**config.mk**
```make
export PLATFORM = sky130hd
export DESIGN_NAME = store_commit_buffer_flat
export DESIGN_NICKNAME = d
export VERILOG_FILES = /design/src/rtl/store_commit_buffer_if.sv /design/src/rtl/store_commit_buffer.sv /design/src/flat_wrapper.sv
export SDC_FILE = /design/constraint.sdc
export NUM_CORES = 1
export LEC_CHECK = 0
export CAP_MARGIN = 20
export CORE_MARGIN = 3
export CORE_UTILIZATION = 45
export CTS_CLUSTER_DIAMETER = 150
export CTS_CLUSTER_SIZE = 8
export DETAILED_ROUTE_END_ITERATION = 7
export GPL_TIMING_DRIVEN = 0
export PLACE_DENSITY = 0.68
export SLEW_MARGIN = 0
export SYNTH_ARGS = -nofsm -noshare
export SYNTH_HDL_FRONTEND = slang
export SYNTH_SLANG_ARGS = --single-unit
```
**constraint.sdc**
```tcl
create_clock -name clk -period 5.7 [get_ports clk]
set_clock_uncertainty 0.05 [all_clocks]
set_input_delay 1.14 -clock clk [delete_from_list [all_inputs] [get_ports clk]]
set_output_delay 1.14 -clock clk [all_outputs]
set_load 0.03 [all_outputs]
```
**src/rtl/store_commit_buffer_if.sv**
```systemverilog
// Store commit buffer bus: ROB commit side, D-cache write side, status and load lookup.
// Load-forwarding signals exist only when STORE_BUF_FWD_EN is defined.
interface store_commit_buffer_if #(
    parameter int unsigned DEPTH      = 4,
    parameter int unsigned ADDR_WIDTH = 32,
    parameter int unsigned DATA_WIDTH = 32
);
    localparam int unsigned CNT_W = $clog2(DEPTH) + 1;

    logic                  commit_valid;
    logic [ADDR_WIDTH-1:0] commit_addr;
    logic [DATA_WIDTH-1:0] commit_data;
    logic                  commit_stall;

    logic                  mem_req_valid;
    logic [ADDR_WIDTH-1:0] mem_req_addr;
    logic [DATA_WIDTH-1:0] mem_req_data;
    logic                  mem_req_ready;

    logic                  empty;
    logic [CNT_W-1:0]      count;

`ifdef STORE_BUF_FWD_EN
    logic [ADDR_WIDTH-1:0] ld_addr;
    logic                  ld_hit;
    logic [DATA_WIDTH-1:0] ld_data;

    modport master (
        output commit_valid, commit_addr, commit_data, mem_req_ready, ld_addr,
        input  commit_stall, mem_req_valid, mem_req_addr, mem_req_data, empty, count,
               ld_hit, ld_data
    );
    modport slave (
        input  commit_valid, commit_addr, commit_data, mem_req_ready, ld_addr,
        output commit_stall, mem_req_valid, mem_req_addr, mem_req_data, empty, count,
               ld_hit, ld_data
    );
`else
    modport master (
        output commit_valid, commit_addr, commit_data, mem_req_ready,
        input  commit_stall, mem_req_valid, mem_req_addr, mem_req_data, empty, count
    );
    modport slave (
        input  commit_valid, commit_addr, commit_data, mem_req_ready,
        output commit_stall, mem_req_valid, mem_req_addr, mem_req_data, empty, count
    );
`endif
endinterface

```
**src/rtl/store_commit_buffer.sv**
```systemverilog
// In-order FIFO of committed stores draining to the D-cache write port.
// Define STORE_BUF_FWD_EN to add store-to-load forwarding (ld_addr/ld_hit/ld_data).
module store_commit_buffer #(
    parameter int unsigned DEPTH      = 4,
    parameter int unsigned ADDR_WIDTH = 32,
    parameter int unsigned DATA_WIDTH = 32
) (
    input  logic                clk,
    input  logic                rst_n,
    store_commit_buffer_if.slave bus
);
    localparam int unsigned IDX_W = $clog2(DEPTH);
    localparam int unsigned PTR_W = IDX_W + 1;

    logic [PTR_W-1:0]      wr_ptr_q, wr_ptr_d;
    logic [PTR_W-1:0]      rd_ptr_q, rd_ptr_d;
    logic [ADDR_WIDTH-1:0] addr_q [DEPTH];
    logic [DATA_WIDTH-1:0] data_q [DEPTH];

    logic             full_c, empty_c, enq_c, deq_c;
    logic [PTR_W-1:0] count_c;

    // Pointers carry a wrap bit so full and empty are distinguishable.
    assign empty_c = (wr_ptr_q == rd_ptr_q);
    assign full_c  = (wr_ptr_q[IDX_W-1:0] == rd_ptr_q[IDX_W-1:0]) &&
                     (wr_ptr_q[IDX_W] != rd_ptr_q[IDX_W]);
    assign count_c = wr_ptr_q - rd_ptr_q;
    assign enq_c   = bus.commit_valid && !full_c;
    assign deq_c   = !empty_c && bus.mem_req_ready;

    assign bus.commit_stall  = full_c;
    assign bus.mem_req_valid = !empty_c;
    assign bus.mem_req_addr  = addr_q[rd_ptr_q[IDX_W-1:0]];
    assign bus.mem_req_data  = data_q[rd_ptr_q[IDX_W-1:0]];
    assign bus.empty         = empty_c;
    assign bus.count         = count_c;

    always_comb begin
        wr_ptr_d = wr_ptr_q;
        rd_ptr_d = rd_ptr_q;
        if (enq_c) wr_ptr_d = wr_ptr_q + PTR_W'(1);
        if (deq_c) rd_ptr_d = rd_ptr_q + PTR_W'(1);
    end

    always_ff @(posedge clk) begin
        if (!rst_n) begin
            wr_ptr_q <= '0;
            rd_ptr_q <= '0;
        end else begin
            wr_ptr_q <= wr_ptr_d;
            rd_ptr_q <= rd_ptr_d;
        end
    end

    // Payload storage needs no reset; validity comes from the pointers alone.
    always_ff @(posedge clk) begin
        if (enq_c) begin
            addr_q[wr_ptr_q[IDX_W-1:0]] <= bus.commit_addr;
            data_q[wr_ptr_q[IDX_W-1:0]] <= bus.commit_data;
        end
    end

`ifdef STORE_BUF_FWD_EN
    logic                  ld_hit_c;
    logic [DATA_WIDTH-1:0] ld_data_c;
    logic [PTR_W-1:0]      fwd_idx;

    // Scan oldest to youngest so the last match wins; a same-cycle enqueue is youngest.
    always_comb begin
        ld_hit_c  = 1'b0;
        ld_data_c = '0;
        fwd_idx   = '0;
        for (int unsigned i = 0; i < DEPTH; i++) begin
            fwd_idx = rd_ptr_q + PTR_W'(i);
            if ((PTR_W'(i) < count_c) &&
                (addr_q[fwd_idx[IDX_W-1:0]][ADDR_WIDTH-1:2] == bus.ld_addr[ADDR_WIDTH-1:2])) begin
                ld_hit_c  = 1'b1;
                ld_data_c = data_q[fwd_idx[IDX_W-1:0]];
            end
        end
        if (enq_c && (bus.commit_addr[ADDR_WIDTH-1:2] == bus.ld_addr[ADDR_WIDTH-1:2])) begin
            ld_hit_c  = 1'b1;
            ld_data_c = bus.commit_data;
        end
    end

    assign bus.ld_hit  = ld_hit_c;
    assign bus.ld_data = ld_data_c;
`endif

endmodule

```
**src/flat_wrapper.sv**
```systemverilog
// flat-port wrapper written by rule: the top's interface ports become plain ports
module store_commit_buffer_flat 
#(
    parameter int unsigned DEPTH      = 4,
    parameter int unsigned ADDR_WIDTH = 32,
    parameter int unsigned DATA_WIDTH = 32
)
  (clk, rst_n, bus_commit_valid, bus_commit_addr, bus_commit_data, bus_mem_req_ready, bus_commit_stall, bus_mem_req_valid, bus_mem_req_addr, bus_mem_req_data, bus_empty, bus_count);
  store_commit_buffer_if #(.DEPTH(DEPTH), .ADDR_WIDTH(ADDR_WIDTH), .DATA_WIDTH(DATA_WIDTH)) bus_i ();
  input  logic clk;
  input  logic rst_n;
  input wire logic [$bits(bus_i.commit_valid)-1:0] bus_commit_valid;
  input wire logic [$bits(bus_i.commit_addr)-1:0] bus_commit_addr;
  input wire logic [$bits(bus_i.commit_data)-1:0] bus_commit_data;
  input wire logic [$bits(bus_i.mem_req_ready)-1:0] bus_mem_req_ready;
  output wire logic [$bits(bus_i.commit_stall)-1:0] bus_commit_stall;
  output wire logic [$bits(bus_i.mem_req_valid)-1:0] bus_mem_req_valid;
  output wire logic [$bits(bus_i.mem_req_addr)-1:0] bus_mem_req_addr;
  output wire logic [$bits(bus_i.mem_req_data)-1:0] bus_mem_req_data;
  output wire logic [$bits(bus_i.empty)-1:0] bus_empty;
  output wire logic [$bits(bus_i.count)-1:0] bus_count;
  assign bus_i.commit_valid = bus_commit_valid;
  assign bus_i.commit_addr = bus_commit_addr;
  assign bus_i.commit_data = bus_commit_data;
  assign bus_i.mem_req_ready = bus_mem_req_ready;
  assign bus_commit_stall = bus_i.commit_stall;
  assign bus_mem_req_valid = bus_i.mem_req_valid;
  assign bus_mem_req_addr = bus_i.mem_req_addr;
  assign bus_mem_req_data = bus_i.mem_req_data;
  assign bus_empty = bus_i.empty;
  assign bus_count = bus_i.count;
  store_commit_buffer #(.DEPTH(DEPTH), .ADDR_WIDTH(ADDR_WIDTH), .DATA_WIDTH(DATA_WIDTH)) u_core (.clk(clk), .rst_n(rst_n), .bus(bus_i));
endmodule
```
-- Word level (Yosys, flattened, before mapping)
Memories as Yosys holds them, arrays and structs flattened. A register that Yosys moved wholly into a read port is not among the register bits.
Cells that the tools add are included.
- add/sub/neg operators: 3
- eq/ne operators: 3
- mux-type cells: 6
- reductions and logical operators: 5
- operator list (cell ; count):
    2-bit two-way mux ; 4
    3-bit by 1-bit adder with 3-bit output (second input constant) ; 2
    3-bit equality test ; 1
    1-bit logical AND ; 3
    3-bit subtractor ; 1
    2-bit equality test ; 1
    1-bit logical NOT ; 2
    1-bit two-way mux ; 2
    1-bit inequality test ; 1
- flip-flop bits (word level): 6
- bits in writable memories: 256
- input port bits: 68
- output and inout bits: 70
- logic and storage cells: 21
- memories kept: 2
- memory list (memory ; words ; width ; rd ports ; clocked after memory_dff ; wr ports ; RTL line ; RTL):
    u_core.addr_q ; 4 ; 32 ; 1 ; 1 ; 1 ; store_commit_buffer.sv:17 ; logic [ADDR_WIDTH-1:0] addr_q [DEPTH];
    u_core.data_q ; 4 ; 32 ; 1 ; 1 ; 1 ; store_commit_buffer.sv:18 ; logic [DATA_WIDTH-1:0] data_q [DEPTH];

-- Longest topological paths before layout
Gate-level depths: netlist of the first run.
- word-level depth: 6
- depth in mapped cells: 5
- mapped depth without buffers: 5

-- Least setup slack after synthesis of the first run
Ideal clock, no wire load.
- kind: in2reg
- from: in bus_commit_valid
- to: mem u_core.addr_q[0][0] (enable)
- library setup time: 0.429 ns
- data arrival time: 2.793 ns
- required time: 5.221 ns
- path slack: 2.428 ns
- cell stages on the path: 2
- path buffers: 0
- cells stage by stage: o21a_1 and2_1
- longest elaborated chain between the ends: 3
- ends and longest elaborated chain (element ; RTL line ; RTL):
    start, declared ; flat_wrapper.sv:12 ; input wire logic [$bits(bus_i.commit_valid)-1:0] bus_commit_valid;
    1-bit logical AND ; store_commit_buffer.sv:28 ; assign enq_c = bus.commit_valid && !full_c;
    1-bit two-way mux ; store_commit_buffer.sv:57 ; if (enq_c) begin
    1-bit two-way mux (implied by the code) ; store_commit_buffer.sv:58 ; addr_q[wr_ptr_q[IDX_W-1:0]] <= bus.commit_addr;
    end, declared ; store_commit_buffer.sv:17 ;
No other way between the ends.

-- Final worst setup path of the first run
- from: reg u_core.wr_ptr_q[0]
- to: out bus_count[2]
- longest elaborated chain between the ends: 1
- ends and longest elaborated chain (element ; RTL line ; RTL):
    start, declared ; store_commit_buffer.sv:15 ; logic [PTR_W-1:0] wr_ptr_q, wr_ptr_d;
    start signal, assigned ; store_commit_buffer.sv:50 ; wr_ptr_q <= wr_ptr_d;
    3-bit subtractor ; store_commit_buffer.sv:27 ; assign count_c = wr_ptr_q - rd_ptr_q;
    end, declared ; flat_wrapper.sv:21 ; output wire logic [$bits(bus_i.count)-1:0] bus_count;
No other way between the ends.

==> flow_summary.yaml, run 1 <==
timing:
  fin_ws_ns: 1.987
  fmax_mhz: 269.3
  worst_pin_slew_ns: 0.5273
  relSlewSlack_pct: 64.85
  setup-tns-final_ns: 0
  rsz0062_at_grt: "no"
  finalSetupViolations: 0
  finalHoldViolCount: 0
  drv_slew: 0
  min_period_ns: 3.713
  period_share_pct: 65.14
critical_path:
  startpoint_type: "flop"
  startpoint: "u_core.wr_ptr_q[0]"
  worstPathMaxFanout: 6
  worstReg2RegStart: "u_core.rd_ptr_q[1]"
  cp-end-kind: "output port"
  crit_type: "flop to output port"
  worstPathRequired_ns: 4.51
  critPathArrivalTime_ns: 2.52
  rr_worst_depth: 6
synth:
  ys_warn_count: 0
  synth-edff-count: 256
  yosys-top-cells-area: "edfxtp_1, mux4_2, dfxtp_1"
  ys_types: 33
  yosys.area.top_type_share_pct: 77.61
  syn_nets: 477
  syn_area_mm2: 0.009906
  avgSynthCellArea_um2: 24.70
  async_reset_ff_share_pct: 0
  synth_top_cell_by_area: "edfxtp_1"
  ys_ff_latch: 264
  ys_seq_area_share_pct: 79.22
  synthFlopType: "edfxtp_1"
  synth_cells: 401
floorplan:
  ios: 138
  dieArea_mm2: 0.02383
  core-area_mm2: 0.02135
  die_h_um: 154.4
  start_util_pct: 46.39
  die_w_um: 154.4
  rows: 53
power:
  switchingPower_mw: 2.101
  p_leak_nw: 4.160
  p_seq_share_pct: 37.7
  switching_share_pct: 30.60
  peakVddDrop_mv: 0.6128
  power_density_mw_per_mm2: 539.8
  pwr-share-comb_pct: 34.5
  clockPowerShare_pct: 27.8
  p_int_mw: 4.764
placed_design:
  dpl.hpwl_um: 10970
  place_ws_ns: 2.472
  place.gp.congestion: 0.7623
  io_buffers: 136
clock_network:
  cts_resized: 0
  ctsHoldBuffers: 0
  cts.clk_slew.worst_paths_ns: 0.04
  numCtsBuffers: 38
  cts_setup_buffers: 0
  clock_latency_ns: 0.48
  root_buffer: "clkbuf_16"
  cts_buffer_depth: 3
  cts.sinks: 264
  tritoncts: "yes"
  h-tree-depth: 2
global_route:
  grt_max_degree: 38
  grt-ovfl-total: 0
  antenna_found_initial: 0
  grt_pass1_vias: 5147
  grt.total_usage_pct: 15.33
  grt_pass1_wl_um: 28320
min_path:
  hp-class: "flop to flop"
  holdCritStartpoint: "u_core.rd_ptr_q[2]"
  hold_depth: 1
routing:
  drt_iter0_drc: 287
  wl_per_cell_um: 20.74
  dr_total_vias: 4668
  drtPass1Iterations: 4
  via_per_inst: 5.409
  drt_wl_total_um: 17900
  ant_nets: 0
  drc: 0
cells_and_area:
  synthToLayoutAreaGrowth_pct: 28.39
  nets: 657
  final_common_cell: "edfxtp_1"
  fin_util_pct: 59.56
  layout-drive-gt1-share_pct: 21.81
  fillers: 1541
  final_cell_mix: "edfxtp_1, clkdlybuf4s50_1, mux4_2"
job:
  cap_violations: 0
run_status:
  outcome: "finished, final reports clean"
==> final cells by class <==
class                      instances  area, um2  area share, %
sequential                       264       7848          61.70
multi-input combinational        114       1859          14.62
timing repair buffer             140       1449          11.39
clock buffer                      45      998.5          7.851
tap                              275      344.1          2.705
buffer                            17      186.4          1.466
inverter                           6      22.52         0.1771
clock inverter                     1      8.758        0.06886
antenna                            1      2.502        0.01968
==> Yosys cell counts, drive strengths merged (3+ instances only) <==
| library cell | count |
|---|---|
| nand4 | 5 |
| nand3b | 3 |
| mux4 | 64 |
| edfxtp | 256 |
| nand3 | 5 |
| ha | 7 |
| nand2 | 5 |
| buf | 15 |
| dfxtp | 8 |
| and2 | 4 |
| inv | 6 |
==> metrics by stage <==
step                      hold slack [ns]  total power [mW]  instance area [um2]  instances
after global placement             0.4838             4.997                11610        812
after CTS                          0.5193             6.964                12720        862
final                              0.5202             6.865                12720        863
after detailed placement           0.5087             5.037                11710        816
after global routing               0.5497             7.158                12720        862
after floorplan                    0.4618             4.103                 9906        401
==> worst max-delay path: stages, from the launching register on <==
cell and delay [ns]:
dfxtp_1 0.42, inv_1 0.11, ha_1 0.22, fa_1 0.43, xnor2_1 0.17, clkdlybuf4s50_1 0.69
==> power groups by stage <==
stage	logic (mW)	clock network (mW)	registers [mW]
after detailed placement	2.41	0	2.62
after global placement	2.36	0	2.64
after floorplan	1.50	0	2.61
after global routing	2.50	2.04	2.61
after CTS	2.42	1.95	2.59
final	2.37	1.91	2.59
==> cells by family (layout without fill, tap and decap cells) <==
kind of cell	after synthesis	in the layout	share of synthesized area, %
DFF	264	264	79.22
muxes	66	66	14.84
and+or+nand+nor	29	29	1.806
buffers and inverters	23	209	2.109
AOI/OAI and AO/OA	9	9	0.7579
adders and majority gates	8	8	1.086
xor gates and xnor gates	2	2	0.1769
other	0	1	0
==> state kept, by name, summed over array words and instances (netlist names), named ones only <==
name	cells
u_core.rd_ptr_q	3
u_core.addr_q	128
u_core.wr_ptr_q	3
u_core.data_q	128
==> final timing paths <==
check                                       endpoint  slack (ns)
worst min-delay path              u_core.rd_ptr_q[2]        0.52
worst max register to register  u_core.addr_q[3][12]        3.11
worst min register to register    u_core.rd_ptr_q[2]        0.52
worst max-delay path                    bus_count[2]        1.99
==> routing by layer <==
metal	track usage [%]	up-vias	wire, um	part of all wire [%]
li1	-	2071	-	-
met1	20.81	2407	7474	42
met2	25.19	157	8923	50
met3	3.637	33	1107	6.2
met4	4.331	0	390	2.2
met5	0	-	0	0
No activity file was read; power rests on OpenSTA's default activity.
==> run 2, diff against run 1 <==
--- a/config.mk
+++ b/config.mk
@@ -12,7 +12,7 @@
 export CTS_CLUSTER_SIZE = 8
 export DETAILED_ROUTE_END_ITERATION = 7
 export GPL_TIMING_DRIVEN = 0
-export PLACE_DENSITY = 0.68
+export PLACE_DENSITY = 0.7
 export SLEW_MARGIN = 0
 export SYNTH_ARGS = -nofsm -noshare
 export SYNTH_HDL_FRONTEND = slang
==> constraint.sdc (replaced) <==
create_clock -name clk -period 3.05 [get_ports clk]
set_clock_uncertainty 0.05 [all_clocks]
set_input_delay 0.61 -clock clk [delete_from_list [all_inputs] [get_ports clk]]
set_output_delay 0.61 -clock clk [all_outputs]
set_load 0.03 [all_outputs]
==> flow_summary.yaml, run 2 (synthesis gave the netlist of run 1 again) <==
job:
  cap_violations: 0
timing:
  finalSetupViolations: 0
  period_share_pct: 97.16
  relSlewSlack_pct: 63.01
  finalHoldViolCount: 0
  worst_pin_slew_ns: 0.5549
  setup-tns-final_ns: 0
  drv_slew: 0
  min_period_ns: 2.963
  hold_slack_ns: 0.4412
  fmax_mhz: 337.5
clock_network:
  clock_latency_ns: 0.49
  cts.clk_slew.worst_paths_ns: 0.05
  cts.sinks: 264
  cts_buffer_depth: 3
  root_buffer: "clkbuf_16"
  numCtsBuffers: 38
  h-tree-depth: 2
  ctsHoldBuffers: 0
  cts_setup_buffers: 0
  tritoncts: "yes"
power:
  switchingPower_mw: 3.991
  switching_share_pct: 31.35
  p_seq_share_pct: 38.0
  peakVddDrop_mv: 0.8882
  power_density_mw_per_mm2: 993.3
  p_leak_nw: 4.550
  pwr-share-comb_pct: 33.5
  clockPowerShare_pct: 28.5
  p_int_mw: 8.741
routing:
  drc: 0
  dr_total_vias: 4730
  drt_iter0_drc: 250
  ant_nets: 0
  drt_wl_total_um: 18510
  via_per_inst: 5.424
  drtPass1Iterations: 4
  wl_per_cell_um: 21.23
critical_path:
  worstPathMaxFanout: 10
  worstReg2RegStart: "u_core.wr_ptr_q[0]"
  cp_cell_sequence: "buf_6 > mux4_1 > clkdlybuf4s50_1"
  crit_type: "flop to output port"
  cp-end-kind: "output port"
  critPathArrivalTime_ns: 2.30
  crit_slowest_cell: "mux4_1"
  startpoint_type: "flop"
  worstPathRequired_ns: 2.39
  slowest_delay_ns: 0.64
  path_buf_inv: 2
  critical_path.top_delay_family: "buffers and inverters"
run_status:
  outcome: "finished, final reports clean"
global_route:
  grt.total_usage_pct: 15.64
  grt_pass1_vias: 5203
  antenna_found_initial: 1
  grt-ovfl-total: 0
  grt_max_degree: 34
  grt_pass1_wl_um: 29140
min_path:
  hp-class: "input port to flop"
  holdCritStartpoint: "rst_n"
cells_and_area:
  multi_input_area_mm2: 0.001859
  final_common_cell: "edfxtp_1"
  seq_area_mm2: 0.007848
  diodes: 0
  nets: 657
  layout-drive-gt1-share_pct: 21.78
  final_cell_mix: "edfxtp_1, clkdlybuf4s50_1, mux4_2"
  fillers: 1529
  synthToLayoutAreaGrowth_pct: 29.39
floorplan:
  die_h_um: 154.4
  die_w_um: 154.4
  rows: 53
  ios: 138
  start_util_pct: 46.39
  dieArea_mm2: 0.02383
  core-area_mm2: 0.02135
placed_design:
  dpl.hpwl_um: 11130
  io_buffers: 136
  place.gp.congestion: 0.7336
[run 2: cell count changes in the layout (fill, tap and decap cells not counted), moves of 6 or more]
cell	before	now
clkbuf_1	7	16
dlygate4sd2_1	0	24
clkdlybuf4s50_1	136	73
buf_2	7	1
dlymetal6s2s_1	0	38
[run 2: layout make-up]
cell class	count	area share [%]
Tap cell	275	2.684
Timing Repair Buffer	140	11.71
Clock buffer	53	7.858
Multi-Input combinational cell	114	14.51
Buffer	17	1.572
Clock inverter	3	0.2636
Sequential cell	264	61.23
Inverter	6	0.1757
[run 2: worst paths after layout]
kind	cells past startpoint	to	slack (ns)
setup / recovery	3	bus_mem_req_addr[31]	0.09
hold / removal	3	u_core.wr_ptr_q[0]	0.44
setup reg to reg	6	u_core.data_q[2][9]	0.44
hold reg to reg	2	u_core.wr_ptr_q[0]	0.53
[run 2: metal layers]
| layer | wire length (um) | track usage [%] | vias up |
|---|---|---|---|
| met2 | 9051 | 25.37 | 149 |
| met4 | 291 | 3.953 | 2 |
| met1 | 8023 | 21.45 | 2458 |
| li1 | - | - | 2085 |
| met5 | 13 | 0 | - |
| met3 | 1134 | 4.141 | 36 |
[run 2: power by group through the flow]
| stage | sequential [mW] | clock, mW | combinational, mW |
|---|---|---|---|
| 2_1_floorplan | 4.85 | 0 | 2.80 |
| 3_3_place_gp | 4.88 | 0 | 4.41 |
| 3_5_place_dp | 4.90 | 0 | 4.51 |
| 4_1_cts | 4.84 | 3.73 | 4.40 |
| 5_1_grt | 4.88 | 3.90 | 4.52 |
| 6_report | 4.84 | 3.63 | 4.26 |
[run 2: tightest hold or removal path, delay by kind of cell]
kind | cells | cell delay, ns
AO/OA/AOI/OAI | 1 | 0.08
AND/OR/NAND/NOR | 1 | 0.08
buffers and inverters | 1 | 0.15
[run 2: per-stage QoR]
stage	power, mW	setup slack (ns)	cells	utilization, %	area, um2
CTS	12.97	-0.06974	872	59.56	12720
finish	12.73	0.08665	872	60.03	12820
global placement	9.295	-0.2514	812	54.40	11620
detailed placement	9.413	0.3421	816	54.80	11700
global route	13.31	-0.01305	872	60.03	12820
floorplan	7.650	0.6092	401	-	9911
[run 2: what timing repair did]
| item | 4_1_cts | 5_1_grt |
|---|---|---|
| cloned | 0 | 0 |
| setup endpoints to repair | 63 | 39 |
| gates resized for setup | 28 | 43 |
